**src/rtl/nibble_add_arbiter.sv**
```systemverilog
// Round-robin arbiter that shares one registered WIDTH-bit adder among NUM_REQ requesters.
// Each operation runs IDLE -> EXEC -> DONE, returning the sum with a one-cycle ack.
module nibble_add_arbiter #(
   parameter int NUM_REQ = 4,
   parameter int WIDTH   = 4
) (
   input  logic                       clk,
   input  logic                       reset,
   input  logic [NUM_REQ-1:0]         req,
   input  logic [NUM_REQ*WIDTH-1:0]   op_a,
   input  logic [NUM_REQ*WIDTH-1:0]   op_b,
   output logic [NUM_REQ-1:0]         gnt,
   output logic [NUM_REQ-1:0]         ack,
   output logic [WIDTH-1:0]           sum,
   output logic                       carry,
   output logic                       busy
);

   localparam int IDXW = (NUM_REQ > 1) ? $clog2(NUM_REQ) : 1;

   localparam logic [1:0] IDLE = 2'd0;
   localparam logic [1:0] EXEC = 2'd1;
   localparam logic [1:0] DONE = 2'd2;

   localparam logic [NUM_REQ-1:0] ONE_HOT_0   = NUM_REQ'(1);
   localparam logic [IDXW-1:0]    PTR_INIT    = IDXW'(NUM_REQ - 1);

   logic [1:0]         state;
   logic [IDXW-1:0]    ptr;
   logic [IDXW-1:0]    win_q;
   logic [WIDTH-1:0]   a_q;
   logic [WIDTH-1:0]   b_q;

   logic               win_found;
   logic [IDXW-1:0]    win_idx;
   logic [IDXW-1:0]    cand;
   logic [WIDTH-1:0]   sel_a;
   logic [WIDTH-1:0]   sel_b;

   // Search upward from ptr+1 with wraparound, so the last winner is checked last.
   always_comb begin
      win_found = 1'b0;
      win_idx   = '0;
      cand      = '0;
      for (int off = 1; off <= NUM_REQ; off++) begin
         cand = IDXW'((int'(ptr) + off) % NUM_REQ);
         if (!win_found && req[cand]) begin
            win_found = 1'b1;
            win_idx   = cand;
         end
      end
   end

   always_comb begin
      sel_a = '0;
      sel_b = '0;
      for (int i = 0; i < NUM_REQ; i++) begin
         if (win_idx == IDXW'(i)) begin
            sel_a = op_a[i*WIDTH +: WIDTH];
            sel_b = op_b[i*WIDTH +: WIDTH];
         end
      end
   end

   // Operands and winner are captured at grant, so later input changes cannot disturb the add.
   always_ff @(posedge clk) begin
      if (reset) begin
         state <= IDLE;
         ptr   <= PTR_INIT;
         win_q <= '0;
         a_q   <= '0;
         b_q   <= '0;
         gnt   <= '0;
         ack   <= '0;
         sum   <= '0;
         carry <= 1'b0;
      end else begin
         case (state)
            IDLE: begin
               if (win_found) begin
                  gnt   <= ONE_HOT_0 << win_idx;
                  win_q <= win_idx;
                  a_q   <= sel_a;
                  b_q   <= sel_b;
                  state <= EXEC;
               end
            end
            EXEC: begin
               {carry, sum} <= {1'b0, a_q} + {1'b0, b_q};
               ack          <= gnt;
               state        <= DONE;
            end
            DONE: begin
               ack   <= '0;
               gnt   <= '0;
               ptr   <= win_q;
               state <= IDLE;
            end
            default: begin
               ack   <= '0;
               gnt   <= '0;
               state <= IDLE;
            end
         endcase
      end
   end

   assign busy = (state != IDLE);

endmodule
```
**config.mk**
```make
export PLATFORM = sky130hd
export DESIGN_NAME = nibble_add_arbiter
export DESIGN_NICKNAME = d
export VERILOG_FILES = /design/src/rtl/nibble_add_arbiter.sv
export SDC_FILE = /design/constraint.sdc
export NUM_CORES = 1
export LEC_CHECK = 0
export ABC_CLOCK_PERIOD_IN_PS = 1900
export BUFFER_PORTS_ARGS = -buffer_cell sky130_fd_sc_hd__buf_2
export CAP_MARGIN = 20
export CORE_ASPECT_RATIO = 0.8
export CORE_UTILIZATION = 25
export CTS_CLUSTER_SIZE = 25
export DETAILED_ROUTE_END_ITERATION = 6
export GPL_ROUTABILITY_DRIVEN = 0
export MAX_ROUTING_LAYER = met4
export PLACE_DENSITY_LB_ADDON = 0.3
export SETUP_SLACK_MARGIN = 0.4
export SYNTH_ARGS = -nofsm -noshare
export SYNTH_HDL_FRONTEND = slang
export SYNTH_SLANG_ARGS = --single-unit
export TNS_END_PERCENT = 100
```
**constraint.sdc**
```tcl
create_clock -name clk -period 1.9 [get_ports clk]
set_input_delay 0.19 -clock clk [delete_from_list [all_inputs] [get_ports clk]]
set_output_delay 0.19 -clock clk [all_outputs]
set_load 0.1 [all_outputs]
```
# After elaboration in Yosys (flattened, before gate mapping)

Cells that the tools add are included.

Word-level logic and storage cells: 66
Bits in registers: 27
Input bits: 38

Shifts and indexed selects: 1
Magnitude comparators: 4
Equal/unequal tests: 6
Bitwise operators: 1
Reduce and logical (&&, ||, !) cells: 11
Add/sub/neg operators: 5
Mux-type cells: 29

Operator list:

| cell                | number |
|---|---|
| $mux 4              | 9 |
| $pmux 4 s2          | 2 |
| $lt 2x3->1 const B  | 4 |
| $mux 2              | 5 |
| $bmux 1 s2          | 4 |
| $mux 1              | 8 |
| $eq 2x2->1 const B  | 3 |
| $add 4x4->5         | 1 |
| $add 2x1->2 const B | 2 |
| $add 2x2->2 const B | 2 |
| $eq 2x1->1 const B  | 2 |
| $logic_not 2->1     | 2 |
| $pmux 2 s2          | 1 |
| $reduce_and 2->1    | 2 |
| $shl 1x2->4 const A | 1 |
| $logic_and 1x1->1   | 3 |
| $logic_not 1->1     | 3 |
| $ne 2x2->1 const B  | 1 |
| $reduce_bool 2->1   | 1 |
| $not 1->1           | 1 |

# Longest topological paths before layout

Gate-level depths: netlist (run 1).

Word-level depth: 18
Gate-level depth with buffers: 7
Depth with buffers taken out: 7

# Least setup slack after synthesis (run 1)

Ideal clock, no wire load.

Kind: register to register
Start point: register state[1]
End point: register gnt[2]
Arrival: 1907 ps
Cell stages (with the launch flop): 7
Buffers on the path: 2
Data required time: 1781 ps
Setup slack: -126 ps
Cell sequence: dfxtp_1 > clkbuf_1 > or2_1 > or2_1 > buf_6 > nor2_8 > a22o_1

Longest elaborated chain between the ends: 3
Elaborated cells between the ends (all ways): 6

Ends and longest elaborated chain:

| element                                                  | RTL line | text |
|---|---|---|
| start: declaration                                       | 28       | `logic [1:0] state;` |
| start signal: assignment                                 | 68       | `state <= IDLE;` |
| start signal: assignment                                 | 85       | `state <= EXEC;` |
| start signal: assignment                                 | 91       | `state <= DONE;` |
| $logic_not 2->1 or $eq 2x1->1 (tied branches)            | 78       | `case (state)` |
| $ne 2x2->1 (no source line) or $not 1->1 (tied branches) | n/a      |  |
| $reduce_and 2->1 (no source line)                        | n/a      |  |
| end signal: assignment                                   | 81       | `gnt <= ONE_HOT_0 << win_idx;` |
| end: declaration                                         | 12       | `output logic [NUM_REQ-1:0] gnt,` |

Parallel ways exist; a longest one is shown, timed or not.
A chain may end at the register's enable or synchronous reset.

# Worst setup path after layout (run 1)

Start point: register ptr[0]
End point: register b_q[2]

Longest elaborated chain between the ends: 18
Elaborated cells between the ends (all ways): 35

Ends and longest elaborated chain:

| element                      | RTL line | text |
|---|---|---|
| start: declaration           | 29       | `logic [IDXW-1:0] ptr;` |
| start signal: assignment     | 96       | `ptr <= win_q;` |
| $add 2x1->2                  | 46       | `cand = IDXW'((int'(ptr) + off) % NUM_REQ);` |
| $bmux 1 s2                   | 47       | `if (!win_found && req[cand]) begin` |
| $mux 1 (implied by the code) | 47       |  |
| $mux 1                       | 47       |  |
| $logic_not 1->1              | 47       |  |
| $logic_and 1x1->1            | 47       |  |
| $mux 1                       | 47       |  |
| $logic_not 1->1              | 47       |  |
| $logic_and 1x1->1            | 47       |  |
| $mux 1                       | 47       |  |
| $logic_not 1->1              | 47       |  |
| $logic_and 1x1->1            | 47       |  |
| $mux 2                       | 47       |  |
| $logic_not 2->1              | 58       | `if (win_idx == IDXW'(i)) begin` |
| $mux 4 (4 in series)         | 58       |  |
| end signal: assignment       | 84       | `b_q <= sel_b;` |
| end: declaration             | 32       | `logic [WIDTH-1:0] b_q;` |

Parallel ways exist; a longest one is shown, timed or not. The select of a mux whose other input is x is not followed.

==> impl_metrics.csv, run 1 <==
group,metric,value,unit
global_route,overflow,0,
sta,setup_viol,0,
pwr,p_per_area,806.3,mW/mm^2
sta,min_period_over_period,0.8781,
floorplanning,dieWidth,88.79,um
yosys,netlist_area,0.001506,mm^2
cells_and_area,area_delta_synth_final,35.88,%
pwr,ir_drop,0.3333,mV
floorplanning,rows,24,
setup_path,critPathMaxStageDelay,340,ps
pwr,p_clk_frac,0.204,
cells_and_area,final_layout_size_suffix_gt1_frac,0.4795,
cells_and_area,finalNonFillerCells,297,
sta,rsz0062_at_grt,"true",
drt,routed_wl,4.057,mm
cells_and_area,nNetsFinal,263,
sta,tightest_slew,488.5,ps
pwr,power_leakage,0.9208,nW
sta,max_freq,599.4,MHz
floorplanning,die_area,0.006342,mm^2
placement,hpwl,3.140,mm
placement,post-place-ws,79.27,ps
drt,wl_per_cell,13.66,um
sta,relSlewSlack,0.6718,
global_route,antenna_found_initial,0,
drt,ant_nets,0,
cells_and_area,seq_area,544.3,um^2
sta,worst_slack,231.6,ps
setup_path,criticalPathCategory,"flop to flop",
yosys,synth.distinct_cells,46,
clocking,cts.path.max_buffers,2,
pwr,combPwrFrac,0.399,
placement,dp_cells,289,
pwr,switching_share,0.3798,
floorplanning,core_area,0.005615,mm^2
setup_path,slowest_stage,"dfxtp_2",
sta,layout_min_cycle_time,1668,ps
drt,num_vias,1362,
drt,drt-vias-per-instance,4.586,
pwr,power.internal,1.024,mW
drt,drt_iter0_markers,38,
clocking,clk_latency,270,ps
yosys,netlist.area_leader.share,0.3588,
yosys,syn_nets,203,
global_route,grt.total_usage,0.1370,
pwr,power.switching,0.6268,mW
global_route,first_global_vias,1326,
yosys,synth_warnings,0,
yosys,synth_seq_area_share,0.3588,
min_path,hold_class,"primary input to flop",
global_route,grt_first_pass_wirelength,6.520,mm
yosys,synth.area.top_cells,"dfxtp_1, mux2i_1, mux2_1",
clocking,cts_tree,"built",
run,drv_cap,0,
cells_and_area,fin_util,0.3645,
sta,maxSlewViolCount,0,
floorplanning,die_h,71.43,um
clocking,cts_buffers,3,
global_route,grt_max_degree,15,
clocking,clk_pin_slew_worst_paths,100,ps
drt,drc_errors,0,
setup_path,startpoint_type,"flop",
drt,first_pass_iters,4,
run_status,status,"finished clean",
clocking,ctsHtreeMaxLevel,1,
floorplanning,io_pins,52,
yosys,synth_edf_count,0,
yosys,postSynthAreaPerCell,9.415,um^2
yosys,synthFlopType,"dfxtp_1",
setup_path,crit_required,2060,ps
clocking,cts.sinks,27,
yosys,yosysTopAreaCell,"dfxtp_1",
cells_and_area,nFillCells,602,
yosys,synthArstFlopShare,0,
setup_path,worstPathArrival,1830,ps
yosys,ys_seq_elements,27,
pwr,seqPwrFrac,0.396,
setup_path,critPathCaptureType,"flop",
clocking,clock-root-buffer,"clkbuf_8",
pwr,total_power,1.650,mW
yosys,synthCells,160,
sta,hold_violations,0,
sta,fin_setup_tns,0,ps
setup_path,crit_chain,"and2b_4 -> nor2_4 -> o211ai_4 -> mux2_4 -> a221oi_2 -> o32ai_1",
floorplanning,start_util,0.2683,
sta,skew,4.361,ps
cells_and_area,multiInputGateArea,963.4,um^2
setup_path,worstPathMaxFanout,6,
cells_and_area,diodes,0,
placement,io_buffers,51,
-- repair_timing --
item / CTS / global route
hold buffers: 0 / 0
resized for setup: 5 / 4
gates cloned: 0 / 0
setup buffers: 4 / 0
hold endpoints to repair: 0 / 0
pin swaps: 2 / 0
setup endpoints to repair: 12 / 13
-- cells in the final DEF, fill, tap and decap left out, types with 3 or more instances in the layout --
master,netlist,final
buf_4,0,10
o21ai_0,8,7
buf_2,2,51
nand2b_1,5,5
dfxtp_1,27,24
a22o_1,3,3
o32ai_1,3,3
a21oi_1,8,4
mux2i_1,8,8
a211oi_2,3,3
nand2_1,12,12
mux2_4,0,4
ha_1,4,4
dfxtp_2,0,3
clkbuf_8,0,3
nor3_1,6,6
a221oi_2,3,6
a21oi_2,1,5
inv_1,7,7
nor2_1,15,15
-- flip-flops by register name, indices dropped and copies added, names as in the netlist --
| name | count |
|---|---|
| ptr | 2 |
| win_q | 2 |
| a_q | 4 |
| sum | 4 |
| ack | 4 |
| b_q | 4 |
| carry | 1 |
| state | 2 |
| gnt | 4 |
-- power by group through the flow --
| stage | clock network, mW | logic (mW) | registers [mW] |
|---|---|---|---|
| after global routing | 0.367 | 0.711 | 0.663 |
| after global placement | 0 | 0.627 | 0.667 |
| after CTS | 0.342 | 0.658 | 0.654 |
| after detailed placement | 0 | 0.630 | 0.666 |
| after floorplan | 0 | 0.350 | 0.802 |
| final | 0.337 | 0.659 | 0.654 |
-- stage by stage --
step | cell area (um^2) | hold slack [ps]
6_report | 2047 | 167.7
5_1_grt | 2047 | 182.1
4_1_cts | 2037 | 169.7
3_5_place_dp | 1932 | 444.5
3_3_place_gp | 1932 | 440.7
2_1_floorplan | 1570 | 350.8
-- cell families after synthesis --
family / share of synthesized area
adder cells (fa/ha/maj): 0.04651
buffers and inverters: 0.05482
AO/OA/AOI/OAI: 0.2533
AND/OR/NAND/NOR: 0.1902
multiplexers: 0.09053
flip-flops: 0.3588
XOR/XNOR: 0.005815
-- worst max-delay path, delay by kind of cell, from the launching register on --
| family | cells | cell delay (ps) |
|---|---|---|
| simple gates | 2 | 320 |
| compound gates | 3 | 560 |
| flops | 1 | 340 |
| mux | 1 | 330 |
-- metal layers --
layer,track usage,wire [um],vias to the layer above
li1,-,-,695
met1,0.1965,2017,623
met2,0.1991,1797,42
met3,0.03456,225,2
met4,0.01613,16,0
met5,-,0,-
-- final cells by class --
class / count / area share
clock buffers: 4 / 0.02200
repair buffers: 63 / 0.1809
inverters: 7 / 0.01284
well taps: 78 / 0.04768
flip-flops and latches: 27 / 0.2659
multi-input cells: 118 / 0.4707
-- cells in the mapped netlist, drive strengths merged, types with 3 or more instances --
library cell,instances
dfxtp,27
nor2,19
nand2,12
a21oi,9
o21ai,9
mux2i,8
inv,7
a221oi,6
nor3,6
a211oi,5
buf,5
mux2,5
nand2b,5
a22o,4
ha,4
nor2b,4
clkbuf,3
o32ai,3
-- final timing paths --
kind | startpoint | endpoint | slack (ps) | depth (start not counted)
setup / recovery | ptr[0] | b_q[2] | 230 | 6
hold reg to reg | sum[2] | sum[2] | 450 | 2
hold / removal | op_a[10] | a_q[2] | 170 | 3
setup reg to reg | ptr[0] | b_q[2] | 230 | 6
Note: power is estimated with default switching activity, not from simulation.
==> run 2: changes to the inputs <==
- CTS_BUF_LIST: unset -> sky130_fd_sc_hd__clkbuf_2 sky130_fd_sc_hd__clkbuf_4 sky130_fd_sc_hd__clkbuf_8
- RECOVER_POWER: unset -> 25
==> impl_metrics.csv, run 2 (same netlist as run 1, synthesis figures left out) <==
group,metric,value,unit
run,drv_cap,0,
setup_path,criticalPathCategory,"flop to flop",
cells_and_area,nNetsFinal,263,
floorplanning,io_pins,52,
cells_and_area,final_cell_mix,"buf_2, dfxtp_1, nor2_1",
clocking,hold_buffers,0,
sta,setup_viol,0,
sta,hold_violations,0,
clocking,cts_buffers,3,
sta,min_period_over_period,0.8784,
clocking,cts_tree,"built",
clocking,clk_pin_slew_worst_paths,90,ps
pwr,power_leakage,0.9189,nW
placement,io_buffers,51,
floorplanning,die_h,71.43,um
drt,wl_per_cell,13.53,um
sta,layout_min_cycle_time,1669,ps
cells_and_area,seq_area,544.3,um^2
cells_and_area,final_common_cell,"buf_2",
cells_and_area,multiInputGateArea,963.4,um^2
floorplanning,rows,24,
sta,tightest_slew,543.6,ps
global_route,overflow,0,
drt,routed_wl,4.018,mm
drt,ant_nets,0,
clocking,clock-root-buffer,"clkbuf_8",
floorplanning,die_area,0.006342,mm^2
global_route,grt_max_degree,15,
global_route,grt.total_usage,0.1370,
clocking,cts.path.max_buffers,2,
setup_path,worstPathArrival,1830,ps
floorplanning,dieWidth,88.79,um
setup_path,critPathCaptureType,"flop",
sta,rsz0062_at_grt,"true",
sta,maxSlewViolCount,0,
floorplanning,start_util,0.2683,
global_route,grt_first_pass_wirelength,6.527,mm
clocking,ctsHtreeMaxLevel,1,
min_path,hold_class,"primary input to flop",
setup_path,crit_required,2060,ps
clocking,cts.sinks,27,
cells_and_area,final_layout_size_suffix_gt1_frac,0.4795,
setup_path,startpoint_type,"flop",
global_route,antenna_found_initial,0,
run_status,status,"finished clean",
sta,skew,3.234,ps
clocking,clk_latency,270,ps
drt,drt_iter0_markers,29,
floorplanning,core_area,0.005615,mm^2
drt,drc_errors,0,
sta,max_freq,599.2,MHz
sta,relSlewSlack,0.6391,
pwr,total_power,1.658,mW
cells_and_area,diodes,0,
sta,fin_setup_tns,0,ps
cells_and_area,area_delta_synth_final,35.88,%
drt,first_pass_iters,4,
drt,drt-vias-per-instance,4.599,
pwr,p_per_area,810.1,mW/mm^2
pwr,ir_drop,0.3312,mV
global_route,first_global_vias,1322,
setup_path,worstPathMaxFanout,6,
cells_and_area,nFillCells,602,
placement,hpwl,3.140,mm
drt,num_vias,1366,
[run 2: cell count changes in the layout (fill, tap and decap cells not counted)]
cell and delta:
buf_2 -2, clkbuf_2 +2, buf_4 -1, clkbuf_4 +1
[run 2: area by class of cell]
class,count,share of cell area
well taps,78,0.04768
repair buffers,63,0.1791
multi-input cells,118,0.4707
clock buffers,4,0.02384
inverters,7,0.01284
flip-flops and latches,27,0.2659
[run 2: per-stage QoR]
stage | hold WS [ps] | area, um^2 | setup WS, ps | util | std cells
3_3_place_gp | 440.7 | 1932 | 120.3 | 0.3440 | 289
6_report | 170.9 | 2047 | 231.0 | 0.3645 | 297
3_5_place_dp | 444.5 | 1932 | 79.27 | 0.3440 | 289
2_1_floorplan | 350.8 | 1570 | 294.8 | - | 160
5_1_grt | 181.2 | 2047 | 150.2 | 0.3645 | 297
4_1_cts | 169.7 | 2041 | 210.8 | 0.3634 | 297
[run 2: final timing paths]
kind                               start     end  slack, ps  cells after the start
worst min register to register    sum[2]  sum[2]        450                      2
worst max register to register    ptr[0]  b_q[2]        230                      6
worst min-delay path            op_a[10]  a_q[2]        170                      3
worst max-delay path              ptr[0]  b_q[2]        230                      6
[run 2: power by group]
group          leakage, nW  internal, mW  switching, mW
combinational        0.671         0.249          0.408
clock               0.0262         0.165          0.182
sequential           0.222         0.622         0.0317
[run 2: worst max-delay path: stages (launching register included)]
cell and delay, ps:
dfxtp_2 340, and2b_4 270, nor2_4 50, o211ai_4 260, mux2_4 330, a221oi_2 200
o32ai_1 100
[run 2: routing by layer]
layer / share of wire / GRT usage / vias up
met3: 0.056 / 0.03456 / 2
li1: - / - / 697
met5: 0 / - / -
met1: 0.49 / 0.1965 / 625
met4: 0.0040 / 0.01613 / 0
met2: 0.45 / 0.1991 / 42
[run 2: what timing repair did]
item,4_1_cts,5_1_grt
buffers inserted,4,0
setup endpoints to repair,12,13
resized for setup,5,4
pin swaps,2,0
